--- config.mk ---
export PLATFORM = sky130hd
export DESIGN_NAME = stack_ctrl_fsm
export DESIGN_NICKNAME = d
export VERILOG_FILES = /design/src/rtl/stack_ctrl_fsm.sv
export SDC_FILE = /design/constraint.sdc
export NUM_CORES = 1
export LEC_CHECK = 0
export BUFFER_PORTS_ARGS = -buffer_cell sky130_fd_sc_hd__clkbuf_2
export CAP_MARGIN = 40
export CORE_AREA = 2 2 105 66
export CTS_CLUSTER_DIAMETER = 100
export CTS_CLUSTER_SIZE = 8
export DETAILED_ROUTE_END_ITERATION = 6
export DIE_AREA = 0 0 107 68
export GPL_ROUTABILITY_DRIVEN = 0
export GPL_TIMING_DRIVEN = 0
export HOLD_SLACK_MARGIN = 0.02
export PLACE_DENSITY = 0.82
export SYNTH_ARGS = -nofsm -noshare
export SYNTH_HDL_FRONTEND = slang
export SYNTH_SLANG_ARGS = --single-unit
--- constraint.sdc ---
create_clock -name clk -period 2.71 [get_ports clk]
set_input_delay 0.1355 -clock clk [delete_from_list [all_inputs] [get_ports clk]]
set_output_delay 0.1355 -clock clk [all_outputs]
set_load 0.005 [all_outputs]
--- src/rtl/stack_ctrl_fsm.sv ---
// Second-generation control FSM for the stack processor: sequences fetch/decode/execute,
// tracks data and routine stack occupancy, and traps stack misuse or unknown opcodes.
module stack_ctrl_fsm #(
  parameter int DATA_W    = 16,
  parameter int OPND_W    = 11,
  parameter int OPC_W     = 5,
  parameter int DEPTH     = 32,
  parameter int RTN_DEPTH = 16,
  parameter int PTR_W     = 6,
  parameter int RPTR_W    = 5
) (
  input  logic              clk,
  input  logic              rst,
  input  logic [OPC_W-1:0]  instruction,
  input  logic [OPND_W-1:0] operand,
  input  logic              mem_ready,
  input  logic              memd_ready,
  input  logic [DATA_W-1:0] data_out_memd,
  input  logic [DATA_W-1:0] temp1_q,
  input  logic [DATA_W-1:0] alu_result,
  input  logic              flag_eq,
  input  logic              flag_gt,
  input  logic              flag_lt,
  output logic [DATA_W-1:0] stack_data,
  output logic              rd_mem,
  output logic              wr_ir,
  output logic              rd_memd,
  output logic              wr_memd,
  output logic              wr_temp1,
  output logic              wr_temp2,
  output logic              rd_temp1,
  output logic              alu_en,
  output logic              wr_ip,
  output logic              inc_ip,
  output logic              rd_ip,
  output logic              ip_src,
  output logic              push_stack,
  output logic              pop_stack,
  output logic              push_rtn,
  output logic              pop_rtn,
  output logic              rst_all,
  output logic [PTR_W-1:0]  tos_pointer,
  output logic [RPTR_W-1:0] rtn_pointer,
  output logic              stack_full,
  output logic              stack_empty,
  output logic              halted,
  output logic              fault,
  output logic [2:0]        fault_code
);

  localparam logic [OPC_W-1:0] OP_PUSH   = OPC_W'(0);
  localparam logic [OPC_W-1:0] OP_PUSH_I = OPC_W'(1);
  localparam logic [OPC_W-1:0] OP_PUSH_T = OPC_W'(2);
  localparam logic [OPC_W-1:0] OP_POP    = OPC_W'(3);
  localparam logic [OPC_W-1:0] OP_CMP    = OPC_W'(12);
  localparam logic [OPC_W-1:0] OP_NOT    = OPC_W'(13);
  localparam logic [OPC_W-1:0] OP_GOTO   = OPC_W'(14);
  localparam logic [OPC_W-1:0] OP_IF_EQ  = OPC_W'(15);
  localparam logic [OPC_W-1:0] OP_IF_GT  = OPC_W'(16);
  localparam logic [OPC_W-1:0] OP_IF_LT  = OPC_W'(17);
  localparam logic [OPC_W-1:0] OP_IF_GE  = OPC_W'(18);
  localparam logic [OPC_W-1:0] OP_IF_LE  = OPC_W'(19);
  localparam logic [OPC_W-1:0] OP_CALL   = OPC_W'(20);
  localparam logic [OPC_W-1:0] OP_RET    = OPC_W'(21);
  localparam logic [OPC_W-1:0] OP_HALT   = OPC_W'(31);

  typedef enum logic [4:0] {
    S_RESET_ALL, S_FETCH, S_LATCH_IR, S_DECODE, S_POP_A, S_SAVE_A, S_POP_B, S_SAVE_B,
    S_EXEC, S_PREP_IMM, S_PREP_TEMP, S_READ_MEMD, S_WRITE_MEMD, S_PUSH_RES, S_BRANCH,
    S_JUMP, S_PUSH_RTN, S_POP_RTN, S_LOAD_RET, S_INC_IP, S_TRAP, S_HALT
  } state_t;

  state_t              r_state;
  logic [PTR_W-1:0]    r_tos;
  logic [RPTR_W-1:0]   r_rtn;
  logic [DATA_W-1:0]   r_stack_data;
  logic                r_halted;
  logic                r_fault;
  logic [2:0]          r_fault_code;

  logic w_take;
  logic w_is_pop_op;
  logic w_is_branch;
  logic w_rtn_full;
  logic w_rtn_empty;

  assign w_is_pop_op = (instruction >= OP_POP) && (instruction <= OP_NOT);
  assign w_is_branch = (instruction >= OP_IF_EQ) && (instruction <= OP_IF_LE);
  assign w_rtn_full  = (r_rtn == RPTR_W'(RTN_DEPTH));
  assign w_rtn_empty = (r_rtn == '0);

  always_comb begin
    w_take = 1'b0;
    case (instruction)
      OP_IF_EQ: w_take = flag_eq;
      OP_IF_GT: w_take = flag_gt;
      OP_IF_LT: w_take = flag_lt;
      OP_IF_GE: w_take = flag_gt | flag_eq;
      OP_IF_LE: w_take = flag_lt | flag_eq;
      default:  w_take = 1'b0;
    endcase
  end

  // Guards are evaluated one state ahead so a failing strobe is never issued.
  always_ff @(posedge clk or posedge rst) begin
    if (rst) begin
      r_state      <= S_RESET_ALL;
      r_tos        <= '0;
      r_rtn        <= '0;
      r_stack_data <= '0;
      r_halted     <= 1'b0;
      r_fault      <= 1'b0;
      r_fault_code <= 3'd0;
    end else begin
      if (push_stack)     r_tos <= r_tos + PTR_W'(1);
      else if (pop_stack) r_tos <= r_tos - PTR_W'(1);
      if (push_rtn)       r_rtn <= r_rtn + RPTR_W'(1);
      else if (pop_rtn)   r_rtn <= r_rtn - RPTR_W'(1);

      case (r_state)
        S_RESET_ALL: r_state <= S_FETCH;
        S_FETCH:     if (mem_ready) r_state <= S_LATCH_IR;
        S_LATCH_IR:  r_state <= S_DECODE;
        S_DECODE: begin
          if (instruction == OP_PUSH)        r_state <= S_READ_MEMD;
          else if (instruction == OP_PUSH_I) r_state <= S_PREP_IMM;
          else if (instruction == OP_PUSH_T) r_state <= S_PREP_TEMP;
          else if (w_is_pop_op) begin
            if (stack_empty) begin
              r_state <= S_TRAP; r_fault <= 1'b1; r_fault_code <= 3'd2;
            end else r_state <= S_POP_A;
          end
          else if (instruction == OP_GOTO) r_state <= S_JUMP;
          else if (w_is_branch)            r_state <= S_BRANCH;
          else if (instruction == OP_CALL) begin
            if (w_rtn_full) begin
              r_state <= S_TRAP; r_fault <= 1'b1; r_fault_code <= 3'd3;
            end else r_state <= S_PUSH_RTN;
          end
          else if (instruction == OP_RET) begin
            if (w_rtn_empty) begin
              r_state <= S_TRAP; r_fault <= 1'b1; r_fault_code <= 3'd4;
            end else r_state <= S_POP_RTN;
          end
          else if (instruction == OP_HALT) begin
            r_state <= S_HALT; r_halted <= 1'b1;
          end
          else begin
            r_state <= S_TRAP; r_fault <= 1'b1; r_fault_code <= 3'd5;
          end
        end
        S_POP_A: r_state <= S_SAVE_A;
        S_SAVE_A: begin
          if (instruction == OP_POP)      r_state <= S_WRITE_MEMD;
          else if (instruction == OP_NOT) r_state <= S_EXEC;
          else if (stack_empty) begin
            r_state <= S_TRAP; r_fault <= 1'b1; r_fault_code <= 3'd2;
          end else r_state <= S_POP_B;
        end
        S_POP_B:  r_state <= S_SAVE_B;
        S_SAVE_B: r_state <= S_EXEC;
        S_EXEC: begin
          if (instruction == OP_CMP) r_state <= S_INC_IP;
          else begin
            r_stack_data <= alu_result;
            if (stack_full) begin
              r_state <= S_TRAP; r_fault <= 1'b1; r_fault_code <= 3'd1;
            end else r_state <= S_PUSH_RES;
          end
        end
        S_PREP_IMM, S_PREP_TEMP: begin
          r_stack_data <= (r_state == S_PREP_IMM) ? DATA_W'(operand) : temp1_q;
          if (stack_full) begin
            r_state <= S_TRAP; r_fault <= 1'b1; r_fault_code <= 3'd1;
          end else r_state <= S_PUSH_RES;
        end
        S_READ_MEMD: begin
          if (memd_ready) begin
            r_stack_data <= data_out_memd;
            if (stack_full) begin
              r_state <= S_TRAP; r_fault <= 1'b1; r_fault_code <= 3'd1;
            end else r_state <= S_PUSH_RES;
          end
        end
        S_WRITE_MEMD: if (memd_ready) r_state <= S_INC_IP;
        S_PUSH_RES:   r_state <= S_INC_IP;
        S_BRANCH:     r_state <= w_take ? S_JUMP : S_INC_IP;
        S_JUMP:       r_state <= S_FETCH;
        S_PUSH_RTN:   r_state <= S_JUMP;
        S_POP_RTN:    r_state <= S_LOAD_RET;
        S_LOAD_RET:   r_state <= S_INC_IP;
        S_INC_IP:     r_state <= S_FETCH;
        S_TRAP:       r_state <= S_TRAP;
        S_HALT:       r_state <= S_HALT;
        default:      r_state <= S_TRAP;
      endcase
    end
  end

  assign rd_mem      = (r_state == S_FETCH);
  assign wr_ir       = (r_state == S_LATCH_IR);
  assign rd_memd     = (r_state == S_READ_MEMD);
  assign wr_memd     = (r_state == S_WRITE_MEMD);
  assign wr_temp1    = (r_state == S_SAVE_A);
  assign wr_temp2    = (r_state == S_SAVE_B);
  assign rd_temp1    = (r_state == S_PREP_TEMP);
  assign alu_en      = (r_state == S_EXEC);
  assign wr_ip       = (r_state == S_JUMP) || (r_state == S_LOAD_RET);
  assign inc_ip      = (r_state == S_INC_IP);
  assign rd_ip       = (r_state == S_PUSH_RTN);
  assign ip_src      = (r_state == S_LOAD_RET);
  assign push_stack  = (r_state == S_PUSH_RES);
  assign pop_stack   = (r_state == S_POP_A) || (r_state == S_POP_B);
  assign push_rtn    = (r_state == S_PUSH_RTN);
  assign pop_rtn     = (r_state == S_POP_RTN);
  assign rst_all     = (r_state == S_RESET_ALL);

  assign stack_data  = r_stack_data;
  assign tos_pointer = r_tos;
  assign rtn_pointer = r_rtn;
  assign stack_full  = (r_tos == PTR_W'(DEPTH));
  assign stack_empty = (r_tos == '0);
  assign halted      = r_halted;
  assign fault       = r_fault;
  assign fault_code  = r_fault_code;

endmodule

### Yosys cells after proc, flatten, opt, wreduce, memory -nomap -nowiden

Cells that the tools add are included.

* register bits after elaboration: 37
* word-level logic and storage cells: 161

* add/subtract/negate cells: 4
* order comparisons: 4
* eq/ne operators: 50
* multiplexer cells: 67
* bitwise gates (word level): 10
* reductions and logical operators: 19

Operator list (count)
* 5-bit two-way mux: 20
* 5-bit one-hot mux with 17 select lines: 1
* 5-bit == test, second input constant: 13
* 5-bit by 4-bit == test with 1-bit output, second input constant: 12
* 3-bit two-way mux: 19
* 16-bit two-way mux: 3
* 16-bit one-hot mux with 3 select lines: 1
* 5-bit by 2-bit == test with 1-bit output, second input constant: 4
* 5-bit by 3-bit == test with 1-bit output, second input constant: 4
* 1-bit two-way mux: 18
* 2-bit != test, second input constant: 9
* 5-bit zero test: 3
* 3-bit one-hot mux with 5 select lines: 1
* 13-bit AND reduction: 1
* 6-bit two-way mux: 2
* 5-bit by 1-bit == test with 1-bit output, second input constant: 2
* 5-bit != test, second input constant: 2
* 1-bit one-hot mux with 5 select lines: 2
* 10-bit AND reduction: 1
* 1-bit inverter: 8
* 6-bit by 1-bit adder with 6-bit output, second input constant: 1
* 6-bit == test, second input constant: 1
* 6-bit zero test: 1
* 3-bit != test, second input constant: 2
* 17 further kinds: 23

### Depth between registers and ports, before layout

Gate-level depths: netlist of the first run.

* depth after elaboration: 11
* mapped depth: 12

### Least setup slack after synthesis of the first run

OpenSTA, ideal clock, no wires.

* path kind: flip-flop to flip-flop
* start point: register r_state[2]
* end point: register r_rtn[4], in the netlist rtn_pointer[4]
* setup time: 0.080 ns
* arrival time: 2.491 ns
* setup slack: 0.139 ns
* cell stages (with the launch flop): 13
* buffers on the path: 2
* clock period less this slack: 2.571 ns
* path through: dfrtp_1 clkbuf_2 clkbuf_1 nor2_1 nand2_1 nor2_1 inv_1 fa_1 a21o_1 a21oi_1 nor3_1 a21oi_1 xnor2_1

* longest elaborated chain between the ends: 2
* elaborated cells between the ends (all ways): 4

RTL lines
* from (decl): line 73 `state_t r_state;`
* from (signal assigned): line 107 `r_state <= S_RESET_ALL;`
* from (signal assigned): line 121 `S_RESET_ALL: r_state <= S_FETCH;`
* from (signal assigned): line 122 `S_FETCH: if (mem_ready) r_state <= S_LATCH_IR;`
* 5-bit == test *: line 214 `assign push_rtn = (r_state == S_PUSH_RTN);`
* via push_rtn: line 39 `output logic push_rtn,`
* 5-bit two-way mux / 2-bit nonzero test (equally long branches)
* to (signal assigned): line 117 `if (push_rtn) r_rtn <= r_rtn + RPTR_W'(1);`
* to (signal assigned): line 118 `else if (pop_rtn) r_rtn <= r_rtn - RPTR_W'(1);`
* to (decl): line 75 `logic [RPTR_W-1:0] r_rtn;`

The timed path passes the listed nets; every way through them passes the cells marked *.
A chain may end at the register's enable or synchronous reset.

### Worst setup path after layout of the first run

* start point: register r_state[2]
* end point: register r_tos[5], in the netlist tos_pointer[5]

* longest elaborated chain between the ends: 3
* elaborated cells between the ends (all ways): 6

RTL lines
* 5-bit by 3-bit == test with 1-bit output: line 213 `assign pop_stack = (r_state == S_POP_A) || (r_state == S_POP_B);`
* 1-bit logical OR: line 213
* 2-bit nonzero test (no line)
* to (signal assigned): line 115 `if (push_stack) r_tos <= r_tos + PTR_W'(1);`
* to (signal assigned): line 116 `else if (pop_stack) r_tos <= r_tos - PTR_W'(1);`
* to (decl): line 74 `logic [PTR_W-1:0] r_tos;`

Several ways; a longest one is shown, not always the timed one.

==> impl_metrics.env, run 1 <==
export IMPL_antenna_left=0
export IMPL_dp_hpwl_mm=7.33
export IMPL_worstMarginPinSlew_ps=793
export IMPL_rsz0062_at_grt="false"
export IMPL_synth_cell_area_um2=3010
export IMPL_post_route_period_util_pct=95.7
export IMPL_ys_flop_type="dfrtp_1"
export IMPL_synth_top_area_share_pct=30.8
export IMPL_powerDensity_nw_per_um2=994
export IMPL_p_total_w=0.00389
export IMPL_die_w_um=107
export IMPL_ys_types=68
export IMPL_crit_fanout=9
export IMPL_vdd_drop_max_mv=0.488
export IMPL_portBuffers=121
export IMPL_cts_sinks=37
export IMPL_synthArstFlopShare_pct=100
export IMPL_fmax_mhz=386
export IMPL_drc=0
export IMPL_final_area_um2=3910
export IMPL_clock_latency_ps=310
export IMPL_path_clk_slew_ps=80
export IMPL_max_stage_delay_ps=340
export IMPL_holdWs_ps=132
export IMPL_slew_headroom_pct=47.1
export IMPL_htreeDepth=2
export IMPL_crit_chain="clkbuf_2 > nor2b_4 > nand2_2 > nor2_4 > inv_1 > ha_1 > a21o_1 > a21oi_2 > o21ai_0 > o21ai_0 > mux2i_1 > xnor2_1"
export IMPL_ys_warnings_count=0
export IMPL_die_area_um2=7280
export IMPL_status="finished, final reports clean"
export IMPL_maxCapViolations=0
export IMPL_start_util_pct=46.9
export IMPL_grt_pass1_wl_mm=14.6
export IMPL_final_common_cell="clkbuf_2"
export IMPL_ys_ff_latch=37
export IMPL_place_inst=581
export IMPL_period_needed_ps=2590
export IMPL_yosysSeqAreaShare_pct=30.8
export IMPL_vias=3484
export IMPL_via_per_inst=5.87
export IMPL_drt_pre_antenna_iters=6
export IMPL_routed_wl_mm=9.70
export IMPL_postPlaceCellArea_um2=3720
export IMPL_drive_gt1_share_pct=36.5
export IMPL_netlist_instances=373
export IMPL_antennaDiodeCount=0
export IMPL_std_cell_rows=23
export IMPL_criticalPathCategory="reg2reg"
export IMPL_synth_area_leader_cell="dfrtp_1"
export IMPL_endpoint_kind="flip-flop"
export IMPL_antenna_found_initial=0
export IMPL_grt_pass1_vias=2903
export IMPL_start_kind="flip-flop"
export IMPL_syn_avg_cell_area_um2=8.06
export IMPL_overflow=0
export IMPL_worstHoldPathType="in2reg"
export IMPL_yosys_top_cells_area="dfrtp_1 (31%), nor2_1 (5.9%), a21oi_1 (5.7%), o21ai_0 (4.8%), nand2_1 (4.2%)"
export IMPL_avgRoutedWirePerCell_um=16.3
export IMPL_final_cell_mix="clkbuf_2 (124), nor2_1 (44), dfrtp_1 (37), nand2_1 (32), a21oi_1 (32)"
export IMPL_core_area_um2=6420
export IMPL_dieHeight_um=68
export IMPL_cp_top_family="compound AO/OA/AOI/OAI gates"
export IMPL_drt_first_iter_violations=321
export IMPL_area_delta_synth_final_pct=30.2
export IMPL_cts_root_buf="clkbuf_8"
export IMPL_ioPinCount=122
export IMPL_hold_viol=0
export IMPL_gr_usage_all_layers_pct=25.7
export IMPL_tritoncts="done"
export IMPL_syn_num_nets=453
export IMPL_nNetsFinal=587
export IMPL_crit_arrival_ps=2820
export IMPL_leakagePower_nw=1.84
export IMPL_grt_max_degree=38
export IMPL_cp_required_ps=2940
export IMPL_cp_common_cell="o21ai_0"
export IMPL_crit_buf_inv=2
export IMPL_drv_slew=0
export IMPL_fin_cells=594
export IMPL_cts_made_buffers=5
export IMPL_clock_path_buffers=2
export IMPL_skew_ps=10.9
export IMPL_final_core_util_pct=61.0
export IMPL_synth_edf_count=0
export IMPL_setup_violations_final=0
export IMPL_crit_slowest_cell="dfrtp_1"
[cells in the mapped netlist, types with 3 or more instances]
| master | instances |
|---|---|
| clkbuf_1 | 14 |
| a21o_1 | 3 |
| a211o_1 | 3 |
| mux2_2 | 11 |
| or3_1 | 4 |
| nand2b_1 | 9 |
| o22ai_1 | 10 |
| xnor2_1 | 8 |
| nand3b_1 | 3 |
| o21ai_0 | 29 |
| dfrtp_1 | 37 |
| nor2b_1 | 3 |
| a21oi_1 | 34 |
| buf_6 | 3 |
| a22oi_1 | 5 |
| nand2_1 | 34 |
| buf_2 | 4 |
| buf_4 | 3 |
| mux2i_1 | 8 |
| inv_1 | 7 |
| nand3_1 | 6 |
| a221oi_1 | 6 |
| nor3_1 | 10 |
| o211ai_1 | 3 |
| nor2_1 | 47 |
| ha_1 | 7 |
| and2_1 | 4 |
| a31oi_1 | 4 |
[worst reg2reg max path, cell delays in order (launching register included)]
cell	delay (ps)
dfrtp_1	340
clkbuf_2	190
nor2b_4	240
nand2_2	140
nor2_4	150
inv_1	140
ha_1	320
a21o_1	190
a21oi_2	190
o21ai_0	90
o21ai_0	120
mux2i_1	250
xnor2_1	130
[timing repair]
action	4_1_cts	5_1_grt
hold buffers	1	0
buffers inserted	1	4
gates resized for setup	8	17
endpoints found under the setup margin	5	4
pin swaps	1	1
endpoints found under the hold margin	37	0
[state kept, by name (all words and copies together) (netlist names)]
| signal | cells |
|---|---|
| stack_data | 16 |
| fault_code | 3 |
| halted | 1 |
| r_state | 5 |
| tos_pointer | 6 |
| fault | 1 |
| rtn_pointer | 5 |
[kinds of logic (layout without fill, tap and decap cells)]
kind of cell | Yosys count | count (layout) | synth area share (%)
simple gates | 144 | 144 | 24.2
compound gates | 116 | 116 | 24.6
buf+inv | 38 | 172 | 6.45
flops | 37 | 37 | 30.8
mux | 19 | 19 | 6.78
xor+xnor | 10 | 10 | 2.91
fa+ha+maj | 9 | 9 | 4.24
[per-stage QoR]
stage	setup TNS [ps]	worst slack (ps)
after CTS	0	35.7
after detailed placement	-904	-348
final	0	116
after global routing	0	31.2
after global placement	-562	-263
after floorplan	0	139
[where the power goes]
part / switching, W / internal, W
logic: 0.00134 / 0.00109
clock network: 0.000209 / 0.000202
registers: 0.000235 / 0.000809
total: 0.00179 / 0.00210
[worst paths after layout]
| check | start | to | slack (ps) | cells past startpoint |
|---|---|---|---|---|
| worst max-delay path | r_state[2] | tos_pointer[5] | 120 | 12 |
| worst min-delay path | alu_result[2] | stack_data[2] | 130 | 3 |
| worst max register to register | r_state[2] | tos_pointer[5] | 120 | 12 |
| worst min register to register | halted | halted | 480 | 1 |
| max in group asynchronous | rst | stack_data[3] | 1690 | 3 |
| min in group asynchronous | rst | r_state[4] | 520 | 3 |
[area by class of cell]
| type | instances | area, µm² |
|---|---|---|
| Clock buffer | 7 | 86.3 |
| Inverter | 9 | 40.0 |
| Sequential cell | 37 | 926 |
| Timing Repair Buffer | 127 | 653 |
| Multi-Input combinational cell | 298 | 1940 |
| Tap cell | 87 | 109 |
| Fill cell | 584 | 2500 |
| Buffer | 29 | 163 |
[layer usage]
layer	share of wire [%]	vias up	track usage, %
li1	-	1611	-
met1	43	1649	36.9
met2	44	188	38.4
met3	12	36	7.52
met4	2.0	0	5.52
met5	0	-	0
(Power assumes the default switching activity.)
==> run 2: changes to the inputs <==
- ABC_AREA: unset -> 1
- BUFFER_PORTS_ARGS: -buffer_cell sky130_fd_sc_hd__clkbuf_2 -> unset
- CORE_AREA: 2 2 105 66 -> 2 2 103 65
- DIE_AREA: 0 0 107 68 -> 0 0 105 67
- DONT_BUFFER_PORTS: unset -> 1
- PLACE_DENSITY: 0.82 -> 0.72
==> run 2 against run 1 <==
Compared with the run above:
- first-iteration DRC count increased by 9.3%
- final cell count fell by 0.34%
- total power fell by 73%
- count of clock-buffer cells in the layout down 2
- area after synthesis increased by 8.9%
- clock skew fell by 3.6 ps
- sequential cell count did not move
- non-clock buffer count fell by 140
- maximum frequency rose by 6.4%
- critical endpoint is now rtn_pointer[4]
- largest power group is now registers
==> impl_metrics.env, run 2 <==
export IMPL_cts_sinks=37
export IMPL_grt_pass1_vias=3072
export IMPL_htreeDepth=2
export IMPL_core_area_um2=6000
export IMPL_cp_required_ps=2890
export IMPL_clock_latency_ps=300
export IMPL_tritoncts="done"
export IMPL_skew_ps=7.27
export IMPL_yosys_top_cells_area="dfrtp_1 (28%), nand2_1 (17%), nor2_1 (8.4%), nand3_1 (6.6%), inv_1 (4.9%)"
export IMPL_synth_cell_area_um2=3280
export IMPL_whs_path_depth=2
export IMPL_hold_viol=0
export IMPL_die_area_um2=7040
export IMPL_nNetsFinal=587
export IMPL_worstHoldPathType="in2reg"
export IMPL_dieHeight_um=67
export IMPL_holdWs_ps=29.6
export IMPL_overflow=0
export IMPL_synth_top_area_share_pct=28.3
export IMPL_largest_reg_flops=16
export IMPL_drt_first_iter_violations=351
export IMPL_slew_headroom_pct=47.7
export IMPL_final_common_cell="nand2_1"
export IMPL_post_route_period_util_pct=89.9
export IMPL_cts_root_buf="clkbuf_8"
export IMPL_synth_area_leader_cell="dfrtp_1"
export IMPL_postPlaceCellArea_um2=3380
export IMPL_endpoint_kind="flip-flop"
export IMPL_netlist_instances=493
export IMPL_routed_wl_met2_mm=4.03
export IMPL_ys_flop_type="dfrtp_1"
export IMPL_crit_chain="nor2_2 > nand3_2 > fa_1 > a21oi_1 > o21bai_1 > nand2_1 > o21ai_0 > xor2_1"
export IMPL_crit_fanout=9
export IMPL_gr_usage_all_layers_pct=27.5
export IMPL_place_inst=577
export IMPL_area_delta_synth_final_pct=8.56
export IMPL_max_stage_delay_ps=550
export IMPL_synth_common_cells="nand2_1 (152), nor2_1 (73), inv_1 (43), nand3_1 (43), dfrtp_1 (37)"
export IMPL_avgRoutedWirePerCell_um=16.1
export IMPL_status="finished, final reports clean"
export IMPL_crit_arrival_ps=2620
export IMPL_final_cell_mix="nand2_1 (152), nor2_1 (72), inv_1 (42), nand3_1 (42), dfrtp_1 (37)"
export IMPL_drc=0
export IMPL_powerDensity_nw_per_um2=290
export IMPL_maxCapViolations=0
export IMPL_cts_made_buffers=5
export IMPL_final_area_um2=3560
export IMPL_vias=3376
export IMPL_portBuffers=0
export IMPL_setup_violations_final=0
export IMPL_nFillCells=589
export IMPL_r2r_cells=8
export IMPL_wl_met1_mm=4.32
export IMPL_path_clk_slew_ps=90
export IMPL_worstMarginPinSlew_ps=783
export IMPL_grt_pass1_wl_mm=15.2
export IMPL_vdd_drop_max_mv=0.253
export IMPL_synth_edf_count=0
export IMPL_period_needed_ps=2440
export IMPL_start_util_pct=54.6
export IMPL_ys_types=40
export IMPL_ioPinCount=122
export IMPL_antenna_left=0
export IMPL_dr_wl_met3_mm=1.06
export IMPL_postCtsSetupBuffers=0
export IMPL_drv_slew=0
export IMPL_dp_hpwl_mm=7.58
export IMPL_grt_max_degree=38
export IMPL_syn_avg_cell_area_um2=6.64
export IMPL_leakagePower_nw=1.87
export IMPL_routed_wl_mm=9.50
export IMPL_antennaDiodeCount=0
export IMPL_start_kind="flip-flop"
export IMPL_fmax_mhz=410
export IMPL_clock_path_buffers=2
export IMPL_die_w_um=105
export IMPL_antenna_found_initial=0
export IMPL_drive_gt1_share_pct=13.8
export IMPL_std_cell_rows=22
export IMPL_via_per_inst=5.70
export IMPL_synth_most_common_cell="nand2_1"
export IMPL_yosysSeqAreaShare_pct=28.3
export IMPL_fin_cells=592
export IMPL_crit_slowest_cell="fa_1"
export IMPL_ys_ff_latch=37
export IMPL_criticalPathCategory="reg2reg"
export IMPL_rsz0062_at_grt="false"
export IMPL_top_layer="met4"
export IMPL_syn_num_nets=573
export IMPL_ys_warnings_count=0
export IMPL_synthArstFlopShare_pct=100
export IMPL_drt_pre_antenna_iters=5
==> run 2: changes by cell type after synthesis, sizes merged, moves of 7 or more <==
cell    change
mux2        -8
o21ai      -16
o22ai      -10
nand3      +43
clkbuf     -17
a21oi      -16
mux2i       -8
nor2       +38
inv        +46
a221oi      -7
nand2     +125
nand2b      -9
nor3        -7
==> run 2: kinds of logic after synthesis <==
logic type | synth area share (%)
buf+inv | 8.40
flops | 28.3
xor+xnor | 2.14
fa+ha+maj | 3.90
simple gates | 43.2
compound gates | 13.1
mux | 1.03
==> run 2: area by class of cell <==
type                            instances  area, µm²  area share, %
Timing Repair Buffer                    7       70.1           1.97
Buffer                                  9       65.1           1.83
Multi-Input combinational cell        393       2090           58.8
Clock buffer                            5       68.8           1.94
Sequential cell                        37        926           26.0
Clock inverter                          3       21.3          0.598
Inverter                               54        210           5.91
Tap cell                               84        105           2.96
==> run 2: worst paths after layout <==
check                               from             end  slack, ps
max                           r_state[0]  rtn_pointer[4]        270
min                        alu_result[5]   stack_data[5]         30
max reg2reg                   r_state[0]  rtn_pointer[4]        270
min reg2reg                       halted          halted        520
max in group asynchronous            rst          halted       1780
min in group asynchronous            rst  stack_data[11]        440
==> run 2: routing by layer <==
layer	vias up	global-route usage (%)
met5	-	0
met4	0	5.00
met3	11	8.22
met2	191	39.9
met1	1537	40.2
li1	1637	-
==> run 2: where the power goes <==
group / leakage, nW / internal (W) / switching, W
Sequential: 0.507 / 0.000552 / 0.000000185
Combinational: 1.32 / 0.0000225 / 0.0000411
Clock: 0.0445 / 0.000183 / 0.000233
Total: 1.87 / 0.000757 / 0.000275
==> run 2: per-stage QoR <==
step | setup TNS [ps] | util (%) | setup WS, ps | power (W)
5_1_grt | 0 | 59.3 | 57.3 | 0.00108
3_3_place_gp | 0 | 56.3 | 44.0 | 0.000617
6_report | 0 | 59.3 | 273 | 0.00103
4_1_cts | 0 | 59.0 | 129 | 0.00105
2_1_floorplan | 0 | - | 427 | 0.000607
3_5_place_dp | -20.3 | 56.3 | -20.3 | 0.000618
==> run 2: timing repair <==
item,CTS,global route
hold endpoints to repair,43,0
cloned,0,0
endpoints found under the setup margin,1,2
pin swaps,0,1
hold buffers,7,0
resized for setup,1,3
==> run 2: worst max-delay path: cells and delay by family, from the launching register on <==
family          cells  cell delay (ps)
compound gates      3              340
xor+xnor            1              150
fa+ha+maj           1              550
flops               1              520
simple gates        3              760
==> run 3: changes to the inputs <==
- PLACE_DENSITY: 0.72 -> 0.75
- SETUP_SLACK_MARGIN: unset -> 0.4
- clock period: 2.71 -> 2 ns (I/O delays scaled with it)
==> run 3 against run 2 <==
Compared with the run above:
- the flow now finishes with violations (setup timing)
- via count up 22%
- register-to-register slack lost 440 ps
- total power rose by 50%
- final cell count rose by 13%
- sequential cell count is the same
- clock power increased by 61%
- global-route usage increased by 3.3 points
- count of clock-buffer cells in the layout rose by 1
- critical endpoint is now stack_data[12]
- largest power group unchanged
- highest routed layer unchanged
==> impl_metrics.env, run 3 (synthesis gave the netlist of run 2 again) <==
export IMPL_status="finished, violations left"
export IMPL_violations="setup timing"
export IMPL_slew_headroom_pct=46.5
export IMPL_cp_top_family="buffers and inverters"
export IMPL_worstMarginPinSlew_ps=801
export IMPL_skew_ps=7.37
export IMPL_maxCapViolations=0
export IMPL_cts_sinks=37
export IMPL_overflow=0
export IMPL_crit_chain="buf_6 > inv_8 > buf_4 > buf_6 > buf_6 > nand3_4 > nor2_4 > nand2_4 > nand2_4 > buf_12 > clkinv_8 > buf_8 > nor2_4 > a41oi_2"
export IMPL_grt_max_degree=38
export IMPL_grt_busiest_layer="met2"
export IMPL_vias=4110
export IMPL_htreeDepth=2
export IMPL_r2r_cells=14
export IMPL_final_cell_mix="nand2_1 (145), nor2_1 (49), nand3_1 (37), inv_1 (34), dfrtp_1 (32)"
export IMPL_core_area_um2=6000
export IMPL_cts_made_buffers=5
export IMPL_portBuffers=0
export IMPL_antenna_found_initial=0
export IMPL_max_stage_delay_ps=380
export IMPL_dieHeight_um=67
export IMPL_crit_slowest_cell="dfrtp_1"
export IMPL_crit_buf_inv=8
export IMPL_cp_num_cells=14
export IMPL_area_delta_synth_final_pct=45.8
export IMPL_antennaDiodeCount=0
export IMPL_routed_wl_mm=13.1
export IMPL_final_core_util_pct=79.6
export IMPL_path_clk_slew_ps=80
export IMPL_nNetsFinal=661
export IMPL_endpoint_kind="flip-flop"
export IMPL_cts_root_buf="clkbuf_8"
export IMPL_drive_gt1_share_pct=32.5
export IMPL_via_per_inst=6.17
export IMPL_drv_slew=0
export IMPL_whs_path_depth=2
export IMPL_antenna_left=0
export IMPL_grt_pass1_vias=3398
export IMPL_rsz0062_at_grt="true"
export IMPL_grt_use_met3_pct=9.20
export IMPL_post_route_period_util_pct=108
export IMPL_std_cell_rows=22
export IMPL_final_common_cell="nand2_1"
export IMPL_drt_first_iter_violations=576
export IMPL_met1_usage_pct=42.9
export IMPL_gr_usage_all_layers_pct=30.7
export IMPL_vdd_drop_max_mv=0.253
export IMPL_ioPinCount=122
export IMPL_cp_required_ps=2160
export IMPL_leakagePower_nw=2.37
export IMPL_cp_common_cell="buf_6"
export IMPL_period_needed_ps=2160
export IMPL_start_kind="flip-flop"
export IMPL_die_area_um2=7040
export IMPL_setup_violations_final=23
export IMPL_clock_latency_ps=300
export IMPL_drt_pre_antenna_iters=6
export IMPL_dp_hpwl_mm=7.32
export IMPL_crit_arrival_ps=2320
export IMPL_place_inst=577
export IMPL_grt_pass1_wl_mm=16.7
export IMPL_tritoncts="done"
export IMPL_powerDensity_nw_per_um2=323
export IMPL_die_w_um=105
export IMPL_fin_cells=666
export IMPL_worstHoldPathType="in2reg"
export IMPL_crit_fanout=8
export IMPL_start_util_pct=54.6
export IMPL_hold_viol=0
export IMPL_layout_setup_ws_ps=-164
export IMPL_largest_reg_flops=16
export IMPL_fmax_mhz=462
export IMPL_avgRoutedWirePerCell_um=19.7
export IMPL_drc=0
export IMPL_criticalPathCategory="reg2reg"
export IMPL_grt_use_met2_pct=45.6
export IMPL_clock_path_buffers=2
[run 3: cell count changes in the layout (fill, tap and decap cells not counted), moves of 8 or more]
cell / delta
dlygate4sd3_1: +21
nor2_4: +18
inv_1: -8
buf_6: +19
buf_4: +28
a21oi_1: -8
a21oi_2: +8
nor2_1: -23
[run 3: area by class of cell]
type	instances	area [µm²]
Fill cell	379	1220
Buffer	9	97.6
Clock inverter	2	38.8
Tap cell	84	105
Inverter	54	238
Clock buffer	6	72.6
Sequential cell	37	932
Timing Repair Buffer	80	800
Multi-Input combinational cell	394	2490
[run 3: where the power goes]
group	switching, W	internal (W)
clock network	0.000294	0.000375
registers	0.000000231	0.000748
logic	0.0000695	0.0000579
total	0.000364	0.00118
[run 3: per-stage QoR]
| stage | power [W] | hold WS, ps | cell area, µm² | setup slack, ps | setup TNS (ps) |
|---|---|---|---|---|---|
| CTS | 0.00154 | 22.3 | 4300 | 53.1 | 0 |
| global route | 0.00159 | 24.4 | 4780 | -229 | -3530 |
| detailed placement | 0.000837 | 179 | 3510 | -89.6 | -130 |
| global placement | 0.000837 | 261 | 3510 | -69.4 | -69.4 |
| finish | 0.00154 | 19.8 | 4780 | -164 | -2040 |
| floorplan | 0.000823 | 258 | 3400 | 111 | 0 |
[run 3: path summary, 6_finish.rpt]
check | slack [ps] | to | startpoint
setup reg to reg | -160 | stack_data[12] | r_state[4]
hold / removal | 20 | stack_data[14] | data_out_memd[14]
setup / recovery | -160 | stack_data[12] | r_state[4]
max in group asynchronous | 1020 | r_state[0] | rst
min in group asynchronous | 410 | stack_data[14] | rst
hold reg to reg | 510 | halted | halted
[run 3: per-layer routing]
| layer | wire length (µm) | part of all wire (%) | up-vias |
|---|---|---|---|
| li1 | - | - | 1785 |
| met1 | 4950 | 38 | 1856 |
| met2 | 5550 | 42 | 370 |
| met3 | 1870 | 14 | 99 |
| met4 | 745 | 5.7 | 0 |
| met5 | 0 | 0 | - |
[run 3: what timing repair did]
action | 4_1_cts | 5_1_grt
cloned | 3 | 1
endpoints found under the setup margin | 38 | 48
buffers inserted | 32 | 17
pin swaps | 25 | 34
hold buffers | 28 | 0
gates resized for setup | 37 | 83
endpoints found under the hold margin | 51 | 0
